`config.mk`:
```
export PLATFORM = sky130hd
export DESIGN_NAME = i2s_tx_param
export DESIGN_NICKNAME = d
export VERILOG_FILES = /design/src/rtl/i2s_tx_param_pkg.sv /design/src/rtl/i2s_tx_param_sample_fifo.sv /design/src/rtl/i2s_tx_param.sv
export VERILOG_INCLUDE_DIRS = /design/src /design/src/rtl
export SDC_FILE = /design/constraint.sdc
export NUM_CORES = 1
export LEC_CHECK = 0
export CAP_MARGIN = 20
export CELL_PAD_IN_SITES_DETAIL_PLACEMENT = 1
export CELL_PAD_IN_SITES_GLOBAL_PLACEMENT = 2
export CORE_ASPECT_RATIO = 1.25
export CORE_MARGIN = 2
export CORE_UTILIZATION = 45
export CTS_BUF_LIST = sky130_fd_sc_hd__clkbuf_4
export DETAILED_ROUTE_END_ITERATION = 10
export GPL_ROUTABILITY_DRIVEN = 0
export PLACE_DENSITY = 0.85
export SYNTH_ARGS = -nofsm -noshare
export SYNTH_HDL_FRONTEND = slang
export SYNTH_SLANG_ARGS = --single-unit
```
`constraint.sdc`:
```
create_clock -name clk -period 5.01 [get_ports clk]
set_input_delay 0.7515 -clock clk [delete_from_list [all_inputs] [get_ports clk]]
set_output_delay 0.7515 -clock clk [all_outputs]
set_load 0.005 [all_outputs]
```
`src/rtl/i2s_defs.vh`:
```
// Word-format encodings shared by the I2S transmitter and the audio top.
`ifndef I2S_DEFS_VH
`define I2S_DEFS_VH
`define I2S_MODE_PHILIPS 1'b0
`define I2S_MODE_LJ      1'b1
`endif

```
`src/rtl/i2s_tx_param_pkg.sv`:
```
// Types and helpers shared by the parameterised I2S transmitter.
`include "i2s_defs.vh"

package i2s_tx_param_pkg;

  typedef enum logic {
    MODE_PHILIPS = `I2S_MODE_PHILIPS,
    MODE_LJ      = `I2S_MODE_LJ
  } i2s_mode_e;

  // Left-justified loads with the frame's first bit, Philips one bit later.
  function automatic logic load_due(input i2s_mode_e m, input logic at_bit0, input logic at_bit1);
    logic due;
    case (m)
      MODE_LJ:      due = at_bit0;
      MODE_PHILIPS: due = at_bit1;
      default:      due = 1'b0;
    endcase
    return due;
  endfunction

endpackage

```
`src/rtl/i2s_tx_param_sample_fifo.sv`:
```
// Synchronous FIFO of stereo sample pairs with registered occupancy.
module sample_fifo #(
  parameter int WIDTH = 32,
  parameter int DEPTH = 4
) (
  input  logic                     clk,
  input  logic                     reset,
  input  logic                     push,
  input  logic                     pop,
  input  logic [WIDTH-1:0]         din,
  output logic [WIDTH-1:0]         dout,
  output logic [$clog2(DEPTH):0]   level
);

  localparam int PTR_W = $clog2(DEPTH);
  localparam int LVL_W = PTR_W + 1;

  logic [WIDTH-1:0] mem_r [DEPTH];
  logic [PTR_W-1:0] wr_ptr_r;
  logic [PTR_W-1:0] rd_ptr_r;
  logic [LVL_W-1:0] level_r;
  logic [LVL_W-1:0] level_nxt_s;
  logic             push_s;
  logic             pop_s;

  assign push_s = push && (level_r != LVL_W'(DEPTH));
  assign pop_s  = pop && (level_r != '0);
  assign dout   = mem_r[rd_ptr_r];
  assign level  = level_r;

  // Occupancy after this cycle's accepted push and/or pop.
  always_comb begin
    level_nxt_s = level_r;
    case ({push_s, pop_s})
      2'b10:   level_nxt_s = level_r + LVL_W'(1);
      2'b01:   level_nxt_s = level_r - LVL_W'(1);
      default: level_nxt_s = level_r;
    endcase
  end

  // Pointers and level.
  always_ff @(posedge clk or posedge reset) begin
    if (reset) begin
      wr_ptr_r <= '0;
      rd_ptr_r <= '0;
      level_r  <= '0;
    end else begin
      if (push_s) wr_ptr_r <= wr_ptr_r + PTR_W'(1);
      if (pop_s)  rd_ptr_r <= rd_ptr_r + PTR_W'(1);
      level_r <= level_nxt_s;
    end
  end

  // Storage array.
  always_ff @(posedge clk) begin
    if (push_s) mem_r[wr_ptr_r] <= din;
  end

endmodule

```
`src/rtl/i2s_tx_param.sv`:
```
// Parameterised I2S / left-justified serial transmitter fed from a sample FIFO.
`include "i2s_defs.vh"

module i2s_tx_param
  import i2s_tx_param_pkg::*;
#(
  parameter int SAMPLE_W   = 16,
  parameter int SLOT_W     = 16,
  parameter int BCLK_DIV   = 64,
  parameter int FIFO_DEPTH = 4
) (
  input  logic                          clk,
  input  logic                          reset,
  input  logic                          enable,
  input  logic                          mode,
  input  logic [SAMPLE_W-1:0]           sample_l,
  input  logic [SAMPLE_W-1:0]           sample_r,
  input  logic                          sample_valid,
  output logic                          sample_ready,
  output logic                          bclk,
  output logic                          lrclk,
  output logic                          sdata,
  output logic                          underrun,
  output logic [$clog2(FIFO_DEPTH):0]   fifo_level
);

  localparam int LVL_W = $clog2(FIFO_DEPTH) + 1;
  localparam int DIV_W = $clog2(BCLK_DIV);
  localparam int FRM_W = 2 * SLOT_W;
  localparam int BIT_W = $clog2(FRM_W);
  localparam logic [DIV_W-1:0] DIV_LAST = DIV_W'(BCLK_DIV - 1);
  localparam logic [DIV_W-1:0] DIV_HALF = DIV_W'(BCLK_DIV / 2);
  localparam logic [BIT_W-1:0] BIT_LAST = BIT_W'(FRM_W - 1);

  logic [DIV_W-1:0]      div_cnt_r, div_nxt_s;
  logic [BIT_W-1:0]      bit_cnt_r, bit_nxt_s;
  logic [FRM_W-1:0]      shreg_r, frame_s;
  logic [2*SAMPLE_W-1:0] head_s;
  logic                  running_r, bclk_r, lrclk_r, sdata_r, underrun_r;
  i2s_mode_e             mode_r, load_mode_s;
  logic                  start_s, wrap_s, event_s, load_s, push_s, pop_s, empty_s;

  assign sample_ready = (fifo_level < LVL_W'(FIFO_DEPTH));
  assign push_s       = sample_valid && sample_ready;
  assign empty_s      = (fifo_level == '0);
  assign pop_s        = load_s && !empty_s;
  assign bclk         = bclk_r;
  assign lrclk        = lrclk_r;
  assign sdata        = sdata_r;
  assign underrun     = underrun_r;

  sample_fifo #(
    .WIDTH (2 * SAMPLE_W),
    .DEPTH (FIFO_DEPTH)
  ) u_fifo (
    .clk   (clk),
    .reset (reset),
    .push  (push_s),
    .pop   (pop_s),
    .din   ({sample_l, sample_r}),
    .dout  (head_s),
    .level (fifo_level)
  );

  // Divider and bit counter; the first enabled cycle acts as the bit-0 event.
  always_comb begin
    div_nxt_s = '0;
    bit_nxt_s = '0;
    start_s   = 1'b0;
    wrap_s    = 1'b0;
    if (enable) begin
      if (!running_r) begin
        start_s = 1'b1;
      end else if (div_cnt_r == DIV_LAST) begin
        wrap_s = 1'b1;
        if (bit_cnt_r == BIT_LAST) begin
          bit_nxt_s = '0;
        end else begin
          bit_nxt_s = bit_cnt_r + BIT_W'(1);
        end
      end else begin
        div_nxt_s = div_cnt_r + DIV_W'(1);
        bit_nxt_s = bit_cnt_r;
      end
    end else begin
      div_nxt_s = '0;
    end
  end

  // Mode is taken fresh only at a frame start; mid-frame the latched copy rules.
  always_comb begin
    event_s     = start_s || wrap_s;
    load_mode_s = mode_r;
    if (event_s && (bit_nxt_s == '0)) begin
      load_mode_s = i2s_mode_e'(mode);
    end else begin
      load_mode_s = mode_r;
    end
    load_s  = event_s && load_due(load_mode_s, bit_nxt_s == '0, bit_nxt_s == BIT_W'(1));
    frame_s = '0;
    if (!empty_s) begin
      frame_s[FRM_W-1  -: SAMPLE_W] = head_s[2*SAMPLE_W-1 -: SAMPLE_W];
      frame_s[SLOT_W-1 -: SAMPLE_W] = head_s[SAMPLE_W-1:0];
    end else begin
      frame_s = '0;
    end
  end

  // Serial engine state and registered outputs.
  always_ff @(posedge clk or posedge reset) begin
    if (reset) begin
      div_cnt_r  <= '0;
      bit_cnt_r  <= '0;
      shreg_r    <= '0;
      running_r  <= 1'b0;
      mode_r     <= MODE_PHILIPS;
      bclk_r     <= 1'b0;
      lrclk_r    <= 1'b0;
      sdata_r    <= 1'b0;
      underrun_r <= 1'b0;
    end else if (!enable) begin
      div_cnt_r  <= '0;
      bit_cnt_r  <= '0;
      shreg_r    <= '0;
      running_r  <= 1'b0;
      bclk_r     <= 1'b0;
      lrclk_r    <= 1'b0;
      sdata_r    <= 1'b0;
      underrun_r <= 1'b0;
    end else begin
      running_r  <= 1'b1;
      div_cnt_r  <= div_nxt_s;
      bit_cnt_r  <= bit_nxt_s;
      bclk_r     <= (div_nxt_s >= DIV_HALF);
      underrun_r <= load_s && empty_s;
      if (event_s) begin
        mode_r  <= load_mode_s;
        lrclk_r <= (bit_nxt_s >= BIT_W'(SLOT_W));
        if (load_s) begin
          sdata_r <= frame_s[FRM_W-1];
          shreg_r <= frame_s << 1;
        end else begin
          sdata_r <= shreg_r[FRM_W-1];
          shreg_r <= shreg_r << 1;
        end
      end
    end
  end

endmodule

```
==> results_dict.tcl, run 1 <==
set metrics [dict create \
    syn_area_per_cell_um2 18.17 \
    worstReg2RegEnd "shreg_r[26]$_DFFE_PP0P_" \
    drc 0 \
    overflow 0 \
    die_h_um 146.4 \
    ys_seq_area_share_pct 71.46 \
    power-per-cell-area_nw_per_um2 443.1 \
    min_period_ns 3.697 \
    cts_resized 0 \
    yosys.area.top_type_share_pct 52.62 \
    grt_usage_pct 17.27 \
    cp-end-kind "flip-flop" \
    fmax_mhz 270.5 \
    synth_nets 448 \
    crit_type "flip-flop to flip-flop" \
    ir_worst_vdd_mv 0.2261 \
    grt_max_degree 56 \
    fin_crit_sh_pct 73.79 \
    synthFlopType "edfxtp_1" \
    slew_violations 0 \
    numClockSinks 183 \
    synth-seq-cells 183 \
    cp.arrival_ns 4.21 \
    clkTransAtPathRegs_ns 0.16 \
    fin_ws_ns 1.313 \
    synth_area_leaders "edfxtp_1, dfrtp_1, mux4_2, a221o_1, nor3b_1" \
    fin_worst_skew_ns 0.02416 \
    worstSetupStartpoint "bit_cnt_r[0]$_DFF_PP0_" \
    num_io_pins 45 \
    reg2reg_depth 10 \
    start_util_pct 45.45 \
    clock_latency_ns 0.58 \
    nNetsFinal 497 \
    relSlewSlack_pct 41.91 \
    dp_slack_ns 1.235 \
    routed_wl_um 13980 \
    synth_area_um2 7305 \
    grt_setup_unrepaired "false" \
    async_reset_ff_share_pct 30.05 \
    critPathMaxFanout 34 \
    r2r-start "bit_cnt_r[0]$_DFF_PP0_" \
    crit_path_end "shreg_r[26]$_DFFE_PP0P_" \
    synth_edf_count 128 \
    hpwlAfterDp_um 8502 \
    yosys.area.top_type "edfxtp_1" \
    die-width_um 118.0 \
    vias 3769 \
    cts_max_level 4 \
    rows 52 \
    p_leak_nw 2.858 \
    crit_path_start_kind "flip-flop" \
    fillers 1535 \
    dr_wl_met2_um 7442 \
    hold_viol_final 0 \
    required_ns 5.53 \
    yosys_warnings 0 \
    grt_antenna_before_repair 1 \
    core-area_um2 16070 \
    cts_inserted_buffers 17 \
    status "finished clean" \
    die_area_um2 17270 \
    cts_tree "built" \
    syn_inst 402 \
    wl_met3_um 436 \
    grt_pass1_wl_um 22740 \
    io_buffers 44 \
    maxCapViolCount 0 \
    ys_types 40 \
    max_slew.worst_pin.slew_ns 0.8713 \
    wl_met1_um 5870 \
    ant_nets 0 \
    area_delta_synth_final_pct 12.62 \
    postCtsSetupBuffers 0 \
    initialDrtViolationCount 179 \
    min_from "div_cnt_r[0]$_DFF_PP0_" \
    top_layer "met4" \
    grt_pass1_vias 4196 \
    regArea_um2 5223 \
    vias_per_cell 5.535 \
    fin_setup_tns_ns 0 \
    total_power_mw 3.645 \
    holdBufCountCts 0 \
    drive_gt1_share_pct 18.53 \
    drt-wirelength-per-cell_um 20.53 \
    r2r_slack_ns 1.31 \
    cts_buffer_depth 2 \
    multi_input_area_um2 1914 \
    synth_common_cells "edfxtp_1, dfrtp_1, mux4_2" \
    clockRootBuffer "clkbuf_4" \
    synth.most_common_cell "edfxtp_1" \
    setup_viol 0 \
    hp-class "flip-flop to flip-flop" \
    dr.pass1.iters 4 \
]
==> placed cells by master, fill, tap and decap left out, types with 2 or more instances in the layout <==
cell	n
xnor2_1	6
nor2b_1	2
dfrtp_2	2
and2_1	5
dfrtp_1	53
xor2_1	4
ha_1	8
mux4_2	32
nor4b_1	2
o21ai_0	2
inv_1	10
nand2_1	14
nand3_1	4
edfxtp_1	128
clkinv_4	4
inv_6	5
a221o_2	3
and3_1	2
clkdlybuf4s50_1	44
nor3_1	3
nor3b_1	31
inv_8	2
nor2_1	15
clkinvlp_4	3
a21oi_1	4
buf_4	9
clkbuf_4	17
a221o_1	29
==> registers in the layout (all words and copies together), names as in the netlist <==
signal / flops
bclk: 1
bit_cnt_r: 5
div_cnt_r: 6
lrclk: 1
mode_r: 1
running_r: 1
sdata: 1
shreg_r: 31
u_fifo.level: 3
u_fifo.mem_r: 128
u_fifo.rd_ptr_r: 2
u_fifo.wr_ptr_r: 2
underrun: 1
==> through the flow <==
step,instances,utilization [%],cell area [µm²],hold WS (ns)
floorplan,402,-,7305,0.4329
global placement,648,49.51,7956,0.4630
detailed placement,648,49.51,7956,0.4859
CTS,680,51.18,8224,0.5056
global route,681,51.19,8227,0.5284
finish,681,51.19,8227,0.4896
==> critical path, cell delays in order (launching register included) <==
cell and delay [ns]:
dfrtp_1 0.52, ha_1 0.29, and3_1 0.19, ha_1 0.22
nand3b_1 0.28, or2_1 0.31, a221o_1 0.38, a311oi_4 0.31
buf_4 0.42, o211a_4 0.47, a221o_1 0.23
==> cells by family (layout without fill, tap and decap cells) <==
group                      count (synthesis)  count (layout)  synth area share [%]
adders and majority gates                  9               9                 1.644
muxes                                     33              33                 10.02
and+or+nand+nor                           86              86                 7.040
AOI/OAI and AO/OA                         47              47                 6.270
buffers and inverters                     34              96                 2.364
DFF                                      183             183                 71.46
xor gates and xnor gates                  10              10                 1.199
other                                      0               1                     0
==> worst min path at each step <==
stage                                  end  slack (ns)  cells after the start
floorplan           div_cnt_r[0]$_DFF_PP0_        0.43                      1
global placement    div_cnt_r[0]$_DFF_PP0_        0.46                      1
detailed placement  div_cnt_r[0]$_DFF_PP0_        0.49                      1
CTS                 div_cnt_r[0]$_DFF_PP0_        0.51                      1
global route        div_cnt_r[0]$_DFF_PP0_        0.53                      1
finish              div_cnt_r[0]$_DFF_PP0_        0.49                      1
==> routing by layer <==
metal / GRT usage, % / vias up
li1: - / 1699
met1: 20.99 / 1988
met2: 30.09 / 59
met3: 4.219 / 23
met4: 6.145 / 0
met5: 0 / -
==> cell type report <==
cell class / instances / area share [%]
Antenna cell: 1 / 0.03042
Clock buffer: 17 / 1.551
Clock inverter: 15 / 1.703
Inverter: 11 / 0.5019
Multi-Input combinational cell: 185 / 23.27
Sequential cell: 183 / 63.48
Tap cell: 216 / 3.285
Timing Repair Buffer: 53 / 6.175
==> where the power goes <==
group,internal [mW],leakage (nW),switching (mW)
Sequential,1.87,1.89,0.155
Combinational,0.474,0.829,0.385
Clock,0.217,0.137,0.540
Total,2.57,2.86,1.08
No activity file was read; power rests on OpenSTA's default activity.
==> run 2, diff against run 1 <==
clock period = 3.85 ns   (was 5.01 ns; I/O delays follow)
==> results_dict.tcl, run 2 (synthesis results as in run 1) <==
set metrics [dict create \
    required_ns 4.35 \
    cts_resized 0 \
    grt_usage_pct 16.84 \
    area_delta_synth_final_pct 12.92 \
    largest_register_ffs 128 \
    drc 0 \
    worstReg2RegEnd "shreg_r[27]$_DFFE_PP0P_" \
    cts_buffer_depth 2 \
    fillers 1521 \
    maxCapViolCount 0 \
    overflow 0 \
    cts_tree "built" \
    hold_viol_final 0 \
    critPathMaxFanout 34 \
    reg2reg_depth 10 \
    setup_viol 0 \
    io_buffers 44 \
    clockRootBuffer "clkbuf_4" \
    holdBufCountCts 0 \
    grt_antenna_before_repair 1 \
    mostFrequentLayoutCell "edfxtp_1" \
    layout_common_cells "edfxtp_1, dfrtp_1, clkdlybuf4s50_1" \
    drive_gt1_share_pct 18.67 \
    r2r_slack_ns 0.34 \
    drt-wirelength-per-cell_um 19.73 \
    power-per-cell-area_nw_per_um2 577.2 \
    cp.arrival_ns 4.01 \
    cts_inserted_buffers 17 \
    die_h_um 146.4 \
    start_util_pct 45.45 \
    status "finished clean" \
    crit_path_start_kind "flip-flop" \
    cts_max_level 4 \
    ant_nets 0 \
    slew_violations 0 \
    clock_latency_ns 0.56 \
    num_io_pins 45 \
    max_slew.worst_pin.slew_ns 0.8286 \
    numClockSinks 183 \
    hpwlAfterDp_um 8467 \
    initialDrtViolationCount 203 \
    vias 3746 \
    cp-end-kind "flip-flop" \
    top_register "u_fifo.mem_r" \
    clkTransAtPathRegs_ns 0.15 \
    nNetsFinal 499 \
    rows 52 \
    die-width_um 118.0 \
    p_leak_nw 2.874 \
    core-area_um2 16070 \
    min_period_ns 3.506 \
    grt_pass1_vias 4101 \
    die_area_um2 17270 \
    crit_type "flip-flop to flip-flop" \
    grt_max_degree 35 \
    fin_area_um2 8248 \
    ir_worst_vdd_mv 0.2120 \
    hp-class "input pin to asynchronous set/reset pin" \
    vias_per_cell 5.477 \
    grt_pass1_wl_um 22290 \
    top_regs "u_fifo.mem_r x128, shreg_r x31, div_cnt_r x6" \
    relSlewSlack_pct 44.76 \
    postCtsSetupBuffers 0 \
    routed_wl_um 13490 \
    fin_crit_sh_pct 91.06 \
    grt_setup_unrepaired "false" \
    dr.pass1.iters 5 \
    post_dp_cell_area_um2 7971 \
    fin_worst_skew_ns 0.01381 \
    fin_setup_tns_ns 0 \
    fmax_mhz 285.2 \
    r2r-start "bit_cnt_r[0]$_DFF_PP0_" \
]
-- run 2: cell types whose count changed in the layout (fill, tap and decap cells not counted), sizes merged --
cell      change
clkinv        +2
inv           -2
buf           +2
clkinvlp      -1
diode         +1
bufinv        +1
-- run 2: area by class of cell --
cell class / instances / area, µm² / area share (%)
Clock buffer: 17 / 127.6 / 1.547
Clock inverter: 15 / 143.9 / 1.745
Timing Repair Buffer: 55 / 523.0 / 6.341
Inverter: 11 / 41.29 / 0.5006
Sequential cell: 183 / 5223 / 63.32
Tap cell: 216 / 270.3 / 3.277
Multi-Input combinational cell: 185 / 1914 / 23.21
Antenna cell: 2 / 5.005 / 0.06068
-- run 2: critical path: stages (launching register included) --
cell and delay [ns]:
dfrtp_1 0.51, ha_1 0.28, and3_1 0.19, ha_1 0.20, nand3b_1 0.23, or2_1 0.28, a221o_1 0.36, a311oi_4 0.29
buf_4 0.41, o211a_4 0.46, a221o_1 0.23
-- run 2: where the power goes --
part	switching, mW	internal (mW)
sequential	0.262	2.44
clock	0.671	0.334
combinational	0.430	0.625
-- run 2: through the flow --
stage               hold WS (ns)  instances  utilization, %  setup WS (ns)  power (mW)
floorplan                 0.4329        402               -         0.3809       3.443
global placement          0.4484        650           49.60         0.4942       3.793
detailed placement        0.4550        650           49.60         0.3654       3.835
CTS                       0.3229        682           51.29         0.3568       4.840
global route              0.3503        684           51.32         0.1508       5.015
finish                    0.3682        684           51.32         0.3440       4.761
-- run 2: worst max path at each step --
stage | start | endpoint | slack, ns
global placement | bit_cnt_r[0]$_DFF_PP0_ | shreg_r[7]$_DFFE_PP0P_ | 0.49
finish | bit_cnt_r[0]$_DFF_PP0_ | shreg_r[27]$_DFFE_PP0P_ | 0.34
floorplan | bit_cnt_r[0]$_DFF_PP0_ | u_fifo.level[1]$_DFFE_PP0P_ | 0.38
detailed placement | enable | u_fifo.level[2]$_DFFE_PP0P_ | 0.37
CTS | bit_cnt_r[0]$_DFF_PP0_ | shreg_r[28]$_DFFE_PP0P_ | 0.36
global route | bit_cnt_r[0]$_DFF_PP0_ | shreg_r[28]$_DFFE_PP0P_ | 0.15
-- run 2: routing by layer --
layer / global-route usage (%) / vias to the layer above / wire length [µm]
met2: 29.19 / 64 / 7306
met1: 20.61 / 1968 / 5651
li1: - / 1705 / -
met5: 0 / - / 0
met3: 4.375 / 9 / 426
met4: 5.602 / 0 / 109
==> run 3, diff against run 2 <==
SKIP_LAST_GASP = 1   (was not set)
==> results of run 3 <==
The final DEF is identical to that of run 2; final timing and power are the same.
